<file path="config.mk">
export PLATFORM = sky130hd
export DESIGN_NAME = instruction_fetch
export DESIGN_NICKNAME = d
export VERILOG_FILES = /design/src/rtl/instruction_fetch.sv
export SDC_FILE = /design/constraint.sdc
export NUM_CORES = 1
export LEC_CHECK = 0
export BUFFER_PORTS_ARGS = -buffer_cell sky130_fd_sc_hd__buf_4
export CAP_MARGIN = 20
export CORE_MARGIN = 1.5
export CORE_UTILIZATION = 37
export DETAILED_ROUTE_END_ITERATION = 10
export SYNTH_ARGS = -nofsm -noshare
export SYNTH_HDL_FRONTEND = slang
export SYNTH_SLANG_ARGS = --single-unit
</file>
<file path="constraint.sdc">
create_clock -name clk -period 5.6 [get_ports clk]
set_clock_uncertainty 0.2 [all_clocks]
set_input_delay 0.56 -clock clk [delete_from_list [all_inputs] [get_ports clk]]
set_output_delay 0.56 -clock clk [all_outputs]
set_load 0.01 [all_outputs]
</file>
<file path="src/rtl/instruction_fetch.sv">
// Instruction fetch unit: IDLE/FETCH/HOLD sequencer that requests one word at a time
// and presents it to decode until it is consumed or flushed by a redirect.

module instruction_fetch_checker (
   input logic i_clk,
   input logic i_rst,
   input logic i_imem_req,
   input logic i_inst_valid,
   input logic i_in_fetch,
   input logic i_in_hold
);

   a_req_only_in_fetch : assert property (@(posedge i_clk) disable iff (i_rst)
      i_imem_req == i_in_fetch);

   a_valid_only_in_hold : assert property (@(posedge i_clk) disable iff (i_rst)
      i_inst_valid |-> i_in_hold);

endmodule

module instruction_fetch #(
   parameter logic [31:0] RESET_PC = 32'h00000000
) (
   input  logic        clk,
   input  logic        rst,
   output logic        imem_req,
   output logic [31:0] imem_addr,
   input  logic        imem_ack,
   input  logic [31:0] imem_rdata,
   input  logic        redirect,
   input  logic [31:0] redirect_pc,
   input  logic        stall,
   output logic [31:0] instructionWord,
   output logic [31:0] pc,
   output logic        inst_valid
);

   typedef enum logic [1:0] {
      ST_IDLE  = 2'd0,
      ST_FETCH = 2'd1,
      ST_HOLD  = 2'd2
   } state_t;

   state_t      r_state;
   state_t      w_state_nxt;
   logic [31:0] r_fetch_pc;
   logic [31:0] w_fetch_pc_nxt;
   logic [31:0] r_instr;
   logic [31:0] w_instr_nxt;
   logic [31:0] r_pc;
   logic [31:0] w_pc_nxt;
   logic        r_valid;
   logic        w_valid_nxt;

   // Redirect targets are forced onto a word boundary.
   function automatic logic [31:0] align_word(input logic [31:0] addr);
      return {addr[31:2], 2'b00};
   endfunction

   // State and datapath registers with synchronous reset.
   always_ff @(posedge clk) begin
      if (rst) begin
         r_state    <= ST_IDLE;
         r_fetch_pc <= RESET_PC;
         r_pc       <= RESET_PC;
         r_instr    <= 32'h00000000;
         r_valid    <= 1'b0;
      end else begin
         r_state    <= w_state_nxt;
         r_fetch_pc <= w_fetch_pc_nxt;
         r_pc       <= w_pc_nxt;
         r_instr    <= w_instr_nxt;
         r_valid    <= w_valid_nxt;
      end
   end

   // Next-state selection; redirect wins over ack and stall.
   always_comb begin
      w_state_nxt = r_state;
      if (redirect) begin
         w_state_nxt = ST_FETCH;
      end else begin
         case (r_state)
            ST_IDLE: begin
               w_state_nxt = ST_FETCH;
            end
            ST_FETCH: begin
               if (imem_ack) begin
                  w_state_nxt = ST_HOLD;
               end else begin
                  w_state_nxt = ST_FETCH;
               end
            end
            ST_HOLD: begin
               if (stall) begin
                  w_state_nxt = ST_HOLD;
               end else begin
                  w_state_nxt = ST_FETCH;
               end
            end
            default: begin
               w_state_nxt = ST_IDLE;
            end
         endcase
      end
   end

   // Datapath next values: capture on ack, clear valid on consume or flush.
   always_comb begin
      w_fetch_pc_nxt = r_fetch_pc;
      w_instr_nxt    = r_instr;
      w_pc_nxt       = r_pc;
      w_valid_nxt    = r_valid;
      if (redirect) begin
         w_fetch_pc_nxt = align_word(redirect_pc);
         w_valid_nxt    = 1'b0;
      end else begin
         case (r_state)
            ST_IDLE: begin
               w_valid_nxt = 1'b0;
            end
            ST_FETCH: begin
               if (imem_ack) begin
                  w_instr_nxt    = imem_rdata;
                  w_pc_nxt       = r_fetch_pc;
                  w_valid_nxt    = 1'b1;
                  w_fetch_pc_nxt = r_fetch_pc + 32'd4;
               end else begin
                  w_valid_nxt = 1'b0;
               end
            end
            ST_HOLD: begin
               if (stall) begin
                  w_valid_nxt = 1'b1;
               end else begin
                  w_valid_nxt = 1'b0;
               end
            end
            default: begin
               w_valid_nxt = 1'b0;
            end
         endcase
      end
   end

   assign imem_req        = (r_state == ST_FETCH);
   assign imem_addr       = r_fetch_pc;
   assign instructionWord = r_instr;
   assign pc              = r_pc;
   assign inst_valid      = r_valid;

   instruction_fetch_checker u_chk (
      .i_clk        (clk),
      .i_rst        (rst),
      .i_imem_req   (imem_req),
      .i_inst_valid (inst_valid),
      .i_in_fetch   (r_state == ST_FETCH),
      .i_in_hold    (r_state == ST_HOLD)
   );

endmodule
</file>
# [Yosys cells after proc, flatten, opt, wreduce, memory -nomap -nowiden]
# Cells that the tools add are included.
[op_classes] n_lt_le_gt_ge=0 add_sub_neg=1 mul=0 eq_ne=2 n_reduce_logical=7 shift=0 bitwise=1 div=0 n_mux=10
[op_table] op="$mux 32" count=3
[op_table] op="$add 32x3->32 const B" count=1
[op_table] op="$pmux 2 s3" count=1
[op_table] op="$mux 2" count=2
[op_table] op="$reduce_and 2->1" count=2
[op_table] op="$reduce_bool 2->1" count=2
[op_table] op="$mux 1" count=3
[op_table] op="$reduce_and 3->1" count=1
[op_table] op="$eq 2x1->1 const B" count=1
[op_table] op="$eq 2x2->1 const B" count=1
[op_table] op="$logic_not 2->1" count=1
[op_table] op="$pmux 1 s2" count=1
[op_table] op="$reduce_or 2->1" count=1
[op_table] op="$not 1->1" count=1
[word_totals] latch_bits=0 memories=0 out_inout_bits=98 ramBits=0 rom_bits=0 register_bits=99 input_bits=69

# [Depth between registers and ports, before layout]
[logic_depth] ltp_word=4 depth_mapped=8 depth_no_buf=6

# [Least setup slack after synthesis]
# OpenSTA, ideal clock, no wires.
[synth_timing] path_type="reg-to-reg" startpoint="reg r_state[1]" endpoint="reg r_fetch_pc[21] (netlist: imem_addr[21])" n_path_buf=1 t_arrival_ns=2.039 setup_time_ns=0.091 t_required_ns=5.309 setup_slack_ns=3.270 stages_incl_launch_ff=8 period_less_slack_ns=2.330 cell_sequence="dfxtp_1 > inv_1 > ha_1 > buf_2 > nand4_1 > or4_1 > or3_1 > a311oi_1"
[synth_between] elab_chain_len=3
[synth_lines] item="from (decl)" line="44" text="state_t r_state;"
[synth_lines] item="from (signal assigned)" line="69" text="r_state <= w_state_nxt;"
[synth_lines] item="$eq 2x1->1"
[synth_lines] item="via imem_req" line="26" text="output logic imem_req,"
[synth_lines] item="$reduce_bool 2->1 (no line)"
[synth_lines] item="$reduce_and 2->1 (no line)"
[synth_lines] item="to (signal assigned)" line="70" text="r_fetch_pc <= w_fetch_pc_nxt;"
[synth_lines] item="to (decl)" line="46" text="logic [31:0] r_fetch_pc;"
# The timed path passes the listed nets, and every way through them passes these cells.
# A chain may end at the register's enable or synchronous reset.

# [Final worst setup path]
[layout_timing] startpoint="reg r_state[1]" endpoint="reg r_fetch_pc[21] (netlist: imem_addr[21])"
[layout_between] elab_chain_len=3
[layout_lines] item="$eq 2x1->1" line="118" text="case (r_state)"
[layout_lines] item="$reduce_bool 2->1 (no line)"
[layout_lines] item="$reduce_and 2->1 (no line)"
# No other way between the ends.

==> results.py <==
metrics = {
    "status": {
        "outcome": "completed",
    },
    "detailed_routing": {
        "post-route-drc-count": 0,
        "vias": 3979,
        "drtPass1Iterations": 4,
        "viasPerCell": 5.03,
        "routed_wl_mm": 11.1,
        "wl_per_cell_um": 14.0,
        "drt-initial-drc-count": 142,
        "antenna_left": 0,
    },
    "synthesis": {
        "yosysWarnings": 0,
        "synth_seq_cells": 95,
        "synth_cells": 509,
        "synth_area_mm2": 0.00410,
        "ys.flop_type": "dfxtp_1",
        "synthDistinctLibCells": 47,
        "postSynth.asyncResetShare_pct": 0,
        "yosysSeqAreaShare_pct": 46.4,
        "synth-edff-count": 0,
        "synth_area_per_cell_um2": 8.06,
    },
    "grt": {
        "gr-usage-met2_pct": 30.7,
        "grt-ovfl-total": 0,
        "grt_use_met3_pct": 6.51,
        "track_usage_pct": 19.6,
        "use_met1_pct": 24.6,
        "grt_pass1_vias": 3631,
        "grt_pass1_wl_mm": 17.8,
        "antenna_found_initial": 0,
        "grt.busiest_layer": "met2",
        "grt_max_degree": 96,
    },
    "floorplanning": {
        "core_mm2": 0.0108,
        "start_util_pct": 37.8,
        "die_h_um": 108,
        "io_pins": 167,
        "die_width_um": 108,
        "dieArea_mm2": 0.0117,
        "rows": 38,
    },
    "clocking": {
        "cts.clk_slew.worst_paths_ns": 0.09,
        "clock-root-buffer": "clkbuf_8",
        "ctsResizeCount": 0,
        "cts_tree": "done",
        "cts_num_sinks": 95,
        "clk-insertion-delay-late_ns": 0.36,
        "clockBufferDepth": 2,
        "postCtsHoldBufs": 0,
        "htree_levels": 3,
        "postCtsSetupRepairBufs": 0,
        "cts_buffers": 9,
    },
    "timing": {
        "drv_slew": 0,
        "maxSlewHeadroom_pct": 33.4,
        "rsz0062_at_grt": "false",
        "hold_violations": 0,
        "setup_violations": 0,
        "tightest_slew_ns": 0.999,
        "finalSetupTns_ns": 0,
        "fmax_mhz": 388,
        "layout_setup_ws_ns": 3.02,
        "period_minus_slack_ns": 2.58,
        "fin_crit_sh_pct": 46.1,
    },
    "critical_path": {
        "crit_chain": "inv_1, ha_1, nand4_1, or4_1, or3_1, a311oi_1",
        "critPathLaunchType": "register",
        "rr_worst_depth": 6,
        "slowest_delay_ns": 0.64,
        "critPathTopFamily": "simple AND/OR/NAND/NOR gates",
        "cp-end-kind": "register",
        "crit_path_top_delay_cell": "or4_1",
        "worstPathArrival_ns": 2.65,
        "critPathKind": "reg2reg",
        "worst-r2r-setup-slack_ns": 3.02,
        "crit_buf_inv": 1,
        "r2r_end": "imem_addr[21]$_SDFFE_PP0P_",
        "reg2reg_from": "r_state[1]$_SDFF_PP0_",
        "cp.required_ns": 5.67,
        "path_max_fanout": 10,
    },
    "placed_design": {
        "place.detailed.hpwl_mm": 7.56,
        "pre_cts_ws_ns": 3.05,
        "gp_congestion": 0.769,
        "portBuffers": 160,
        "place_inst": 778,
    },
    "min_path": {
        "hold_depth": 3,
        "min_path_type": "in2reg",
        "hold_start": "imem_rdata[17]",
        "min_to": "instructionWord[17]$_SDFFE_PP0P_",
    },
    "layout": {
        "final_util_pct": 50.8,
        "n_antenna_cell": 0,
        "final_cells": 791,
        "drive_above_1_share_pct": 29.0,
        "area_growth_pct": 34.2,
        "num-fill-cells": 1090,
        "nets": 723,
    },
    "pwr": {
        "p_leak_nw": 2.24,
        "ir_drop_mv": 0.143,
        "power_density_mw_per_mm2": 241,
    },
    "run": {
        "drv_cap": 0,
    },
}
[Yosys cell counts, types with 7 or more instances]
| library cell | n | area, µm² |
|---|---|---|
| nand2_1 | 137 | 514 |
| dfxtp_1 | 95 | 1900 |
| a21oi_1 | 67 | 335 |
| clkbuf_1 | 26 | 97.6 |
| nor2_1 | 23 | 86.3 |
| a211oi_1 | 16 | 120 |
| inv_1 | 16 | 60.1 |
| nand3_1 | 11 | 55.1 |
| nand4_1 | 10 | 62.6 |
| o21ai_0 | 9 | 45.0 |
| a311oi_1 | 7 | 61.3 |
| and4_1 | 7 | 61.3 |
| xnor2_1 | 7 | 61.3 |
[flip-flops by register name, summed over array words and instances, names as in the netlist]
name	flops
instructionWord	32
imem_addr	30
inst_valid	1
pc	30
r_state	2
[metrics by stage]
step / hold WS [ns] / total power [W] / cell area [µm²]
floorplan: 0.281 / 0.000835 / 4110
global placement: 0.242 / 0.000927 / 5340
detailed placement: 0.247 / 0.000931 / 5340
CTS: 0.203 / 0.00135 / 5510
global route: 0.212 / 0.00140 / 5510
finish: 0.232 / 0.00133 / 5510
[report_power, final]
part / switching [W] / internal (W) / leakage, nW
logic: 0.0000864 / 0.0000890 / 1.38
registers: 0.0000351 / 0.000703 / 0.776
clock network: 0.000222 / 0.000190 / 0.0902
[worst max-delay path by stage]
stage | startpoint | end | slack [ns] | depth (start not counted)
2_1_floorplan | r_state[1]$_SDFF_PP0_ | imem_addr[21]$_SDFFE_PP0P_ | 3.27 | 7
3_3_place_gp | r_state[1]$_SDFF_PP0_ | imem_addr[21]$_SDFFE_PP0P_ | 3.09 | 6
3_5_place_dp | r_state[1]$_SDFF_PP0_ | imem_addr[21]$_SDFFE_PP0P_ | 3.05 | 6
4_1_cts | r_state[1]$_SDFF_PP0_ | imem_addr[21]$_SDFFE_PP0P_ | 3.02 | 6
5_1_grt | r_state[1]$_SDFF_PP0_ | imem_addr[22]$_SDFFE_PP0P_ | 2.77 | 6
6_report | r_state[1]$_SDFF_PP0_ | imem_addr[21]$_SDFFE_PP0P_ | 3.02 | 6
[placed cells by master (no fill, tap or decap), types with 6 or more instances in the layout]
cell	n
inv_1	16
a21oi_1	67
nor2_1	22
and4_1	7
a211oi_1	16
buf_4	164
a311oi_1	7
nand2_1	137
xnor2_1	7
dfxtp_1	95
o21ai_0	9
nand3_1	10
nand4_1	10
clkbuf_8	12
a2111oi_0	6
[kinds of logic (layout without fill, tap and decap cells)]
| group | Yosys count | in the layout | share of synthesized area [%] |
|---|---|---|---|
| adders and majority gates | 5 | 5 | 1.53 |
| other | 1 | 4 | 0.0914 |
| AOI/OAI and AO/OA | 116 | 116 | 17.1 |
| and+or+nand+nor | 225 | 225 | 25.8 |
| DFF | 95 | 95 | 46.4 |
| xor gates and xnor gates | 12 | 12 | 2.56 |
| buffers and inverters | 55 | 194 | 6.50 |
[worst reg2reg max path, cell delays in order (launching register included)]
cell and delay [ns]:
dfxtp_1 0.34, inv_1 0.09, ha_1 0.35, nand4_1 0.24
or4_1 0.65, or3_1 0.37, a311oi_1 0.25
[area by class of cell]
cell class	instances	area [µm²]	area share, %
Inverter	17	63.8	1.16
Timing Repair Buffer	164	1230	22.4
Clock buffer	12	165	3.00
Multi-Input combinational cell	362	1960	35.7
Sequential cell	95	1900	34.5
Tap cell	140	175	3.18
Clock inverter	1	5.00	0.0909
[per-layer routing]
metal / up-vias / part of all wire, %
li1: 2028 / -
met1: 1815 / 45
met2: 124 / 45
met3: 12 / 8.3
met4: 0 / 1.7
met5: - / 0
Power figures use the tool's default switching activity.
